`config.mk`:
```
export PLATFORM = sky130hd
export DESIGN_NAME = z80_clk_ctrl
export DESIGN_NICKNAME = d
export VERILOG_FILES = /design/src/rtl/z80_clk_ctrl.sv
export SDC_FILE = /design/constraint.sdc
export NUM_CORES = 1
export LEC_CHECK = 0
export ABC_AREA = 1
export CORE_ASPECT_RATIO = 0.7
export CORE_MARGIN = 2
export CORE_UTILIZATION = 55
export CTS_CLUSTER_SIZE = 14
export DETAILED_ROUTE_END_ITERATION = 7
export GPL_TIMING_DRIVEN = 1
export HOLD_SLACK_MARGIN = 0.08
export PLACE_DENSITY = 0.82
export SYNTH_ARGS = -nofsm -noshare
export SYNTH_HDL_FRONTEND = slang
export SYNTH_SLANG_ARGS = --single-unit
```
`constraint.sdc`:
```
create_clock -name mclk -period 4.1 [get_ports mclk]
set_input_delay 0.82 -clock mclk [delete_from_list [all_inputs] [get_ports mclk]]
set_output_delay 0.82 -clock mclk [all_outputs]
set_load 0.02 [all_outputs]
```
`src/rtl/z80_clk_ctrl.sv`:
```
// CPU clock and reset controller for the Z80 core: loadable divider with
// run/halt/single-step modes, phase strobes, stretched CPU reset and cycle counter.
module z80_clk_ctrl #(
  parameter int DIV_WIDTH    = 16,
  parameter int DEFAULT_HALF = 10000,
  parameter int RESET_CYCLES = 8,
  parameter int CYC_WIDTH    = 16
) (
  input  logic                 mclk,
  input  logic                 reset,
  input  logic [DIV_WIDTH-1:0] half_period,
  input  logic                 load,
  input  logic [1:0]           mode,
  input  logic                 step,
  input  logic                 cpu_rst_req,
  output logic                 cpu_clk,
  output logic                 cpu_clk_rise,
  output logic                 cpu_clk_fall,
  output logic                 cpu_nreset,
  output logic                 running,
  output logic [CYC_WIDTH-1:0] cycle_cnt
);

  localparam int RST_WIDTH = $clog2(RESET_CYCLES + 1);
  localparam logic [RST_WIDTH-1:0] RST_LOAD  = RST_WIDTH'(RESET_CYCLES);
  localparam logic [DIV_WIDTH-1:0] HALF_INIT = DIV_WIDTH'(DEFAULT_HALF);

  typedef enum logic [1:0] {
    MODE_RUN     = 2'b00,
    MODE_HALT    = 2'b01,
    MODE_STEP    = 2'b10,
    MODE_RUN_ALT = 2'b11
  } mode_e;

  mode_e                 mode_sel;
  logic [DIV_WIDTH-1:0]  count;
  logic [DIV_WIDTH-1:0]  active_half;
  logic [RST_WIDTH-1:0]  rst_cnt;
  logic                  step_prev;
  logic                  step_busy;
  logic                  advance;
  logic                  toggle;
  logic                  step_start;
  logic                  fall_evt;
  logic                  rise_evt;

  // A pending reset stretch or an unfinished high phase keeps the divider
  // moving regardless of mode.
  always_comb begin
    mode_sel   = mode_e'(mode);
    advance    = (rst_cnt != '0) || (mode_sel == MODE_RUN) ||
                 (mode_sel == MODE_RUN_ALT) || step_busy || cpu_clk;
    toggle     = advance && (count >= active_half);
    rise_evt   = toggle && !cpu_clk;
    fall_evt   = toggle && cpu_clk;
    step_start = (mode_sel == MODE_STEP) && step && !step_prev &&
                 !step_busy && !cpu_clk;
  end

  always_ff @(posedge mclk or posedge reset) begin
    if (reset) begin
      count        <= '0;
      active_half  <= HALF_INIT;
      cpu_clk      <= 1'b0;
      cpu_clk_rise <= 1'b0;
      cpu_clk_fall <= 1'b0;
      running      <= 1'b0;
    end else begin
      cpu_clk_rise <= 1'b0;
      cpu_clk_fall <= 1'b0;
      running      <= advance;
      if (load) active_half <= half_period;
      // Parking clears the count so a resumed clock starts a fresh phase.
      if (!advance) begin
        count <= '0;
      end else if (toggle) begin
        count        <= '0;
        cpu_clk      <= ~cpu_clk;
        cpu_clk_rise <= rise_evt;
        cpu_clk_fall <= fall_evt;
      end else begin
        count <= count + 1'b1;
      end
    end
  end

  // A step covers the idle low half plus the high half; it retires on the
  // falling toggle so the divider parks with count already at zero.
  always_ff @(posedge mclk or posedge reset) begin
    if (reset) begin
      step_prev <= 1'b0;
      step_busy <= 1'b0;
    end else begin
      step_prev <= step;
      if (step_start) step_busy <= 1'b1;
      else if (fall_evt) step_busy <= 1'b0;
    end
  end

  always_ff @(posedge mclk or posedge reset) begin
    if (reset) begin
      rst_cnt    <= RST_LOAD;
      cpu_nreset <= 1'b0;
      cycle_cnt  <= '0;
    end else begin
      cpu_nreset <= (rst_cnt == '0);
      if (cpu_rst_req) rst_cnt <= RST_LOAD;
      else if (fall_evt && (rst_cnt != '0)) rst_cnt <= rst_cnt - 1'b1;
      if (cpu_rst_req) cycle_cnt <= '0;
      else if (rise_evt) cycle_cnt <= cycle_cnt + 1'b1;
    end
  end

endmodule

```
# After elaboration in Yosys (flattened, before gate mapping)
# Index checks and enable logic that the tools add are counted.
[classes] addsub=3 multipliers=0 div=0 n_lt_le_gt_ge=1 n_eq_ne=2 shifts=0 mux=12 bitwise_logic=1 n_reduce_logical=22
[op_table] operator="two-way mux 16 bit" n=4
[op_table] operator="adder 16 x 1 -> 16 bit (second input constant)" n=2
[op_table] operator="greater-or-equal comparator 16 bit" n=1
[op_table] operator="logical AND 1 bit" n=8
[op_table] operator="two-way mux 4 bit" n=2
[op_table] operator="two-way mux 1 bit" n=6
[op_table] operator="nonzero test 2 bit" n=3
[op_table] operator="equality test 2 bit (second input constant)" n=2
[op_table] operator="zero test 4 bit" n=1
[op_table] operator="logical OR 1 bit" n=4
[op_table] operator="nonzero test 4 bit" n=1
[op_table] operator="subtractor 4 x 1 -> 4 bit (second input constant)" n=1
[op_table] operator="zero test 1 bit" n=3
[op_table] operator="zero test 2 bit" n=1
[op_table] operator="AND reduction 2 bit" n=1
[op_table] operator="NOT 1 bit" n=1
[totals] ff_bits=59 latchBits=0 mem_bits_rw=0 mem_bits_ro=0 inputBits=23 out_inout_bits=21 word_cells=52 memories=0

# Logic depth before layout (Yosys ltp)
# Gate-level depths: netlist (run 1).
[logic_depth] word_depth=10 ltp_mapped=16 mapped_depth_nobuf=16

# Least setup slack after synthesis (run 1)
# Ideal clock, no wire load.
[synth_path] kind="input to register" start="input port cpu_rst_req" end="register cycle_cnt[5]" setup_time_ns=0.076 arrival_time_ns=1.718 required_ns=4.024 slack_ns=2.306 path_stages=6 path_buffers=2 cell_sequence="clkbuf_1 -> clkinv_1 -> nand2_4 -> buf_6 -> nand2_1 -> o21ai_1"
[synth_between] elab_chain_cells=1 word_cells_on_any_way=2 cone_classes="mux: 1; reduce/logical: 1"
[synth_rtl] element="from (decl)" line="15" source="input logic cpu_rst_req,"
[synth_rtl] element="two-way mux 16 bit / nonzero test 2 bit (equally long branches)"
[synth_rtl] element="to (signal assigned)" line="110" source="else if (rise_evt) cycle_cnt <= cycle_cnt + 1'b1;"
[synth_rtl] element="to (decl)" line="21" source="output logic [CYC_WIDTH-1:0] cycle_cnt"
# Parallel ways exist; a longest one is shown, timed or not.
# A chain may end at the register's enable or synchronous reset.

# Worst setup path after layout (run 1)
[layout_path] start="input port cpu_rst_req" end="register cycle_cnt[14]"
# Same word-level chain as after synthesis.

==> results of run 1 <==
-- final timing paths --
kind | start | end
worst min-delay path | active_half[13] | active_half[13]
worst min register to register | active_half[13] | active_half[13]
worst max-delay path | cpu_rst_req | cycle_cnt[14]
worst max register to register | active_half[9] | count[10]
max in group asynchronous | reset | active_half[13]
min in group asynchronous | reset | active_half[5]
-- registers in the layout (all words and copies together) (netlist names), 4 cells and up --
signal       count
cycle_cnt       16
rst_cnt          4
active_half     16
count           16
-- placed cells by master, fill, tap and decap left out, drive strengths merged --
cell	synthesis	final
nand3	20	20
o21ai	29	29
dfrtp	53	53
clkinv	1	2
nand4	8	8
a21oi	9	9
xnor2	6	6
xor2	14	14
nand3b	1	1
buf	3	3
nor3	11	11
a31oi	1	1
ha	19	19
a41oi	1	1
dfstp	6	6
a31o	1	1
o211ai	1	1
nor3b	2	2
o31ai	1	1
clkdlybuf4s50	0	43
inv	54	54
clkbuf	5	15
nor2	44	44
nor4	2	2
mux2	1	1
or2	1	1
nand2	103	103
-- through the flow --
step | hold slack [ns] | total power, mW | instance area (um2) | cells | setup WS (ns)
after CTS | 0.505 | 1.61 | 3970 | 526 | 1.56
after global placement | 0.483 | 1.07 | 3770 | 510 | 1.28
after floorplan | 0.463 | 0.983 | 3270 | 397 | 1.83
after detailed placement | 0.493 | 1.10 | 3770 | 510 | 1.20
after global routing | 0.515 | 1.71 | 3970 | 526 | 1.38
final | 0.500 | 1.60 | 3970 | 526 | 1.52
-- synth_stat cells, drive strengths merged, types with 2 or more instances --
| cell type | number |
|---|---|
| buf | 3 |
| inv | 54 |
| nor2 | 44 |
| a21oi | 9 |
| nor3 | 11 |
| nor4 | 2 |
| clkbuf | 5 |
| nand4 | 8 |
| dfrtp | 53 |
| nor3b | 2 |
| o21ai | 29 |
| xnor2 | 6 |
| ha | 19 |
| nand2 | 103 |
| xor2 | 14 |
| nand3 | 20 |
| dfstp | 6 |
-- cell type report --
class,count,area [um2]
Clock buffer,15,186
Multi-Input combinational cell,275,1540
Timing Repair Buffer,46,453
Fill cell,456,1760
Clock inverter,1,5.00
Inverter,55,206
Sequential cell,59,1480
Tap cell,75,93.8
-- where the power goes --
group	internal [mW]	total (mW)	switching, mW
Sequential	0.653	0.728	0.0755
Clock	0.285	0.511	0.226
Combinational	0.154	0.359	0.205
Total	1.09	1.60	0.506
-- critical path, cell delays in order --
cell and delay (ns):
clkdlybuf4s50_1 0.91, clkinv_1 0.45, nand2_4 0.35, inv_2 0.13
nand2_1 0.08, nand2_1 0.07
-- metal layers --
layer	GRT usage (%)	vias to the layer above
met1	32.7	1303
met5	0	-
met2	40.2	76
met3	7.28	11
li1	-	1365
met4	6.25	0
-- kinds of logic (layout without fill, tap and decap cells) --
family / after synthesis / in the layout
mux: 1 / 1
fa+ha+maj: 19 / 19
compound gates: 43 / 43
buf+inv: 63 / 117
xor+xnor: 20 / 20
flops: 59 / 59
simple gates: 192 / 192
==> results.md, run 1 <==
- Outcome: finished clean
- Post-synth EDFFs: 0
- IO buf count: 43
- Endpoints failing setup: 0
- PostCTS Resize Cnt: 0
- Share of the core filled with cells in the final layout: 69.2%
- Async set-or-reset flop fraction in the synthesized netlist: 100%
- Share of the clock period used by the worst path: 62.8%
- Post-synthesis compound-gate area fraction: roughly 7.0%
- Setup Skew: 0.00922 ns
- Met3 wire length: between 400 and 500 um
- Source-to-sink clock delay at the later pin of the worst-skew pair: 0.34 ns
- Portion of netlist area occupied by mux cells: 0.344%
- CTS buffer count: 9
- Initial cell density of the core: between 50 and 60%
- Bufs on Longest Clock Path: 2
- Synthesized area per cell: about 8 um2
- Register clock-pin slew on the reported worst setup and hold paths: approximately 0.070 ns
- Post-Synth Simple-Gate Area: 27.0%
- Number of max-cap violations: 0
- Library cell with the largest summed area after synthesis: dfrtp_1
- Post-CTS Setup Bufs: 0
- TNS Setup: 0 ns
- Detailed-routed wire length on met2: 3.45 mm
- Number of vias in the routed layout: 2755
- Number of antenna cells inserted: 0
- Actual transition at the worst max-transition pin: about 0.68 ns
- Drt initial violations: 196
- Critical Path Source Type: input port
- Detailed placer's ending HPWL: 5.52 mm
- Worst Hold Class: flip-flop to flip-flop
- Number of synthesized register bits: between 50 and 60
- Power Density: 403 nW/um2
- Critical path capture point type: flip-flop
- Top-area cell type share of the netlist area: 40.5%
- Number of optimization iterations in the first detailed-route pass: 4
- Routed Antenna Nets: 0
- Synthesized net count: 439
- Netlist cell types: 37
- Worst slew margin relative to its limit: 54.7%
- Start-to-end type of the worst setup path: input port to flip-flop
- Final Critical Period: 2.58 ns
- Share of layout cells above drive strength 1: between 10% and 20%
- Die area: 6590 um2
- Worst Hold Depth: 2
- Root cell of the clock tree: clkbuf_8
- Leakage dissipation: 1.88 nW
- Routed wire length per instance: 14.1 um
- Initial antenna violation count: 0
- Total overflow reported by the global router: 0
- Core Area: 5730 um2
- Required time worst endpoint: between 4 and 5 ns
- Leading post-synthesis cells by cell area: dfrtp_1 41%, nand2_1 11%, ha_1 7.3%
- Pin count of the biggest net entering global routing: 32
- Final Hold Violating Endpoints: 0
- I/O Pins: 44
- Num rows: 23
- Number of hold buffers added after cts: 0
- Max Fanout on Critical Path: 23
- Total DRC errors in the routed layout: 0
- Horiz. Die Dim: 96.2 um
- RSZ-0062 raised after global routing: false
- Vias per Instance: 5.24
- Nets: 488
- Max layer used: met4
- Maximum achievable frequency: 0.388 GHz
- Global-route wire length before repair: 12.2 mm
- Number of clock sinks: 59
- Via count of the first global-routing pass: between 2000 and 3000
- Layout Area Growth over Synthesis: 21.1%
- H-tree depth: 3
- TritonCTS clock tree: built
- Combinational family with the most area after synthesis: simple AND/OR/NAND/NOR gates
- Overall routed net length: 7.39 mm
- Post-synthesis xor/xnor area fraction: 5.35%
- Cell count after synthesis: 397
- Cell area after synthesis: around 3300 um2
- Max Slew Vio Count: 0
- Global-route usage over all layers: 24.7%
- Synthesis Warnings: 0
- Worst Path Arrival: 2.80 ns
- Worst reg2reg path depth: 9
- Maximum vdd drop: 0.000217 V
- R2r setup slk: 1.69 ns
- Detailed-route wire length on metal 1: 3.45 mm
- Gp weighted congestion: 0.896
- Most used DFF post-synth: dfrtp_1
- Fraction of the yosys area taken by sequential cells: roughly 45%
- Die extent in y: 68.5 um
- Post-synthesis share of cell area spent on full adders, half adders and majority gates: 7.26%
Note: power is estimated with default switching activity, not from simulation.
==> run 2, diff against run 1 <==
--- a/config.mk
+++ b/config.mk
@@ -8,12 +8,12 @@
 export ABC_AREA = 1
 export CORE_ASPECT_RATIO = 0.7
 export CORE_MARGIN = 2
-export CORE_UTILIZATION = 55
+export CORE_UTILIZATION = 50
 export CTS_CLUSTER_SIZE = 14
 export DETAILED_ROUTE_END_ITERATION = 7
 export GPL_TIMING_DRIVEN = 1
 export HOLD_SLACK_MARGIN = 0.08
-export PLACE_DENSITY = 0.82
+export PLACE_DENSITY = 0.79
 export SYNTH_ARGS = -nofsm -noshare
 export SYNTH_HDL_FRONTEND = slang
 export SYNTH_SLANG_ARGS = --single-unit
==> constraint.sdc (replaced) <==
create_clock -name mclk -period 2.2 [get_ports mclk]
set_input_delay 0.44 -clock mclk [delete_from_list [all_inputs] [get_ports mclk]]
set_output_delay 0.44 -clock mclk [all_outputs]
set_load 0.02 [all_outputs]
==> run 2 against run 1 <==
Against the previous run:
- sequential power grew 85%
- clock skew is 0.0017 ns lower
- critical path depth rose by 5
- flip-flop and latch count unchanged
- combinational power rose by 95%
- sequential share of layout area is 0.96 points lower
- first-iteration DRC count increased by 9.2%
- via count rose by 0.54%
- non-clock buffer count grew 2
- critical path type is now flip-flop to flip-flop
- largest cell class unchanged
==> results.md, run 2 (synthesis results as in run 1) <==
- Outcome: finished clean
- Leakage dissipation: 1.92 nW
- Cell occurring most often along the worst timing path: nand2_1
- Routed wire length per instance: 13.7 um
- Critical path capture point type: flip-flop
- Num rows: 24
- Overall routed net length: roughly 7.3 mm
- Number of optimization iterations in the first detailed-route pass: 4
- Worst Hold Class: input port to async pin
- Post-CTS Setup Bufs: 0
- Required time worst endpoint: 2.44 ns
- Final Hold Violating Endpoints: 0
- Routed Antenna Nets: 0
- Global-route wire length before repair: 11.7 mm
- Commonest cells after routing, fill and taps aside: 100 x nand2_1, 53 x dfrtp_1, 45 x inv_1, 43 x clkdlybuf4s50_1, 42 x nor2_1
- Part of the total power dissipated in the clock network: 35.3%
- Actual transition at the worst max-transition pin: 0.573 ns
- Cell chain of the critical path: inv_1 > ha_1 > nand2_1 > nor3_1 > nand2_1 > nand2_2 > nand3_4 > nand2_8 > inv_2 > nand2_1 > nand2_1
- Source-to-sink clock delay at the later pin of the worst-skew pair: 0.35 ns
- Post-Layout Inst Area: 4070 um2
- Number of hold buffers added after cts: 0
- Number of antenna cells inserted: 0
- Global-route usage over all layers: a little over a fifth
- Number of max-cap violations: 0
- TritonCTS clock tree: built
- Total DRC errors in the routed layout: 0
- Register clock-pin slew on the reported worst setup and hold paths: 0.07 ns
- Largest stage delay on the critical path: 0.52 ns
- R2r setup slk: between 0.15 and 0.2 ns
- Endpoints failing setup: 0
- CTS buffer count: 9
- Internal: 2.19 mW
- Slowest stage cell on the critical path: dfstp_2
- Vias per Instance: 5.20
- Regs by FF count: active_half x16, count x16, cycle_cnt x16
- Switching power of the nets: between 0.9 and 1 mW
- Worst slew margin relative to its limit: about three fifths
- Maximum vdd drop: 0.000337 V
- Start-to-end type of the worst setup path: flip-flop to flip-flop
- Critical Path Source Type: flip-flop
- Initial antenna violation count: 0
- TNS Setup: 0 ns
- Share of the clock period used by the worst path: 91.9%
- Drt initial violations: 214
- Worst Path Arrival: 2.26 ns
- Number of fillers in the final layout: 482
- Detailed placer's ending HPWL: 5.09 mm
- Sequential share of power: between 40% and 50%
- I/O Pins: 44
- Switching power as a share of total power: between 30% and 40%
- Horiz. Die Dim: 101 um
- Bufs on Longest Clock Path: 2
- Layout Area Growth over Synthesis: 24.3%
- Worst Setup Slack post-DPL: about 0.13 ns
- Gate power share: 22.1%
- PostCTS Resize Cnt: 0
- Final Critical Period: around 2.0 ns
- Via count of the first global-routing pass: 2429
- Final Hold Slack: 0.475 ns
- Number of clock sinks: 59
- Max Fanout on Critical Path: 8
- Worst setup margin: around 0.18 ns
- Most common cell after layout, fill and taps aside: nand2_1
- Core Area: 6280 um2
- Nets: approximately 490
- IO buf count: 43
- Initial cell density of the core: 52.2%
- Total overflow reported by the global router: 0
- Gp weighted congestion: 0.890
- Power Density: 779 nW/um2
- Pin count of the biggest net entering global routing: 60
- H-tree depth: 3
- Root cell of the clock tree: clkbuf_8
- Die extent in y: between 70 and 80 um
- Setup Skew: 0.00749 ns
- Share of layout cells above drive strength 1: 12.3%
- Max Slew Vio Count: 0
- Die area: 7220 um2
- Placed cell area: between 3000 and 4000 um2
- Number of vias in the routed layout: ~2800
- Maximum achievable frequency: 0.494 GHz
==> run 2: changes by cell type in the layout (fill, tap and decap cells not counted), sizes merged <==
cell,before,now
nand2,103,105
clkinv,2,3
clkbuf,15,10
buf,3,5
clkinvlp,0,2
bufinv,0,2
==> run 2: final timing paths <==
| kind | end | cells past startpoint | start |
|---|---|---|---|
| min in group mclk | active_half[4] | 2 | active_half[4] |
| worst max register to register | cycle_cnt[1] | 11 | active_half[13] |
| worst max-delay path | cycle_cnt[1] | 11 | active_half[13] |
| max in group asynchronous | rst_cnt[3] | 3 | reset |
| worst min register to register | active_half[4] | 2 | active_half[4] |
| worst min-delay path | cycle_cnt[5] | 3 | reset |
==> run 2: power by group through the flow <==
stage / combinational, mW / clock, mW / sequential [mW]
CTS: 0.697 / 1.14 / 1.35
global route: 0.816 / 1.18 / 1.37
floorplan: 0.478 / 0 / 1.35
detailed placement: 0.692 / 0 / 1.37
global placement: 0.663 / 0 / 1.36
finish: 0.701 / 1.12 / 1.35
==> run 2: critical path: cells and delay by family (launching register included) <==
family	cells	cell delay, ns
adder cells (fa/ha/maj)	1	0.28
buffers and inverters	2	0.15
flip-flops	1	0.52
AND/OR/NAND/NOR	8	0.96
==> run 2: through the flow <==
stage                     power, mW  utilization [%]  cells
after CTS                      3.18             64.2    531
after floorplan                1.83                -    397
final                          3.17             64.8    533
after global routing           3.37             64.8    533
after global placement         2.02             60.6    515
after detailed placement       2.06             60.6    515
==> run 2: layout make-up <==
cell class,instances,area [um2],area share (%)
clock buffer,10,138,3.38
clock inverter,6,88.8,2.18
inverter,55,206,5.07
multi-input combinational,277,1570,38.7
sequential,59,1480,36.5
tap,78,97.6,2.40
timing repair buffer,48,480,11.8
==> run 2: layer usage <==
| layer | wire, um | global-route usage (%) |
|---|---|---|
| met1 | 3600 | 32.7 |
| met3 | 541 | 6.44 |
| met5 | 0 | 0 |
| met2 | 3100 | 28.0 |
| met4 | 55 | 7.15 |
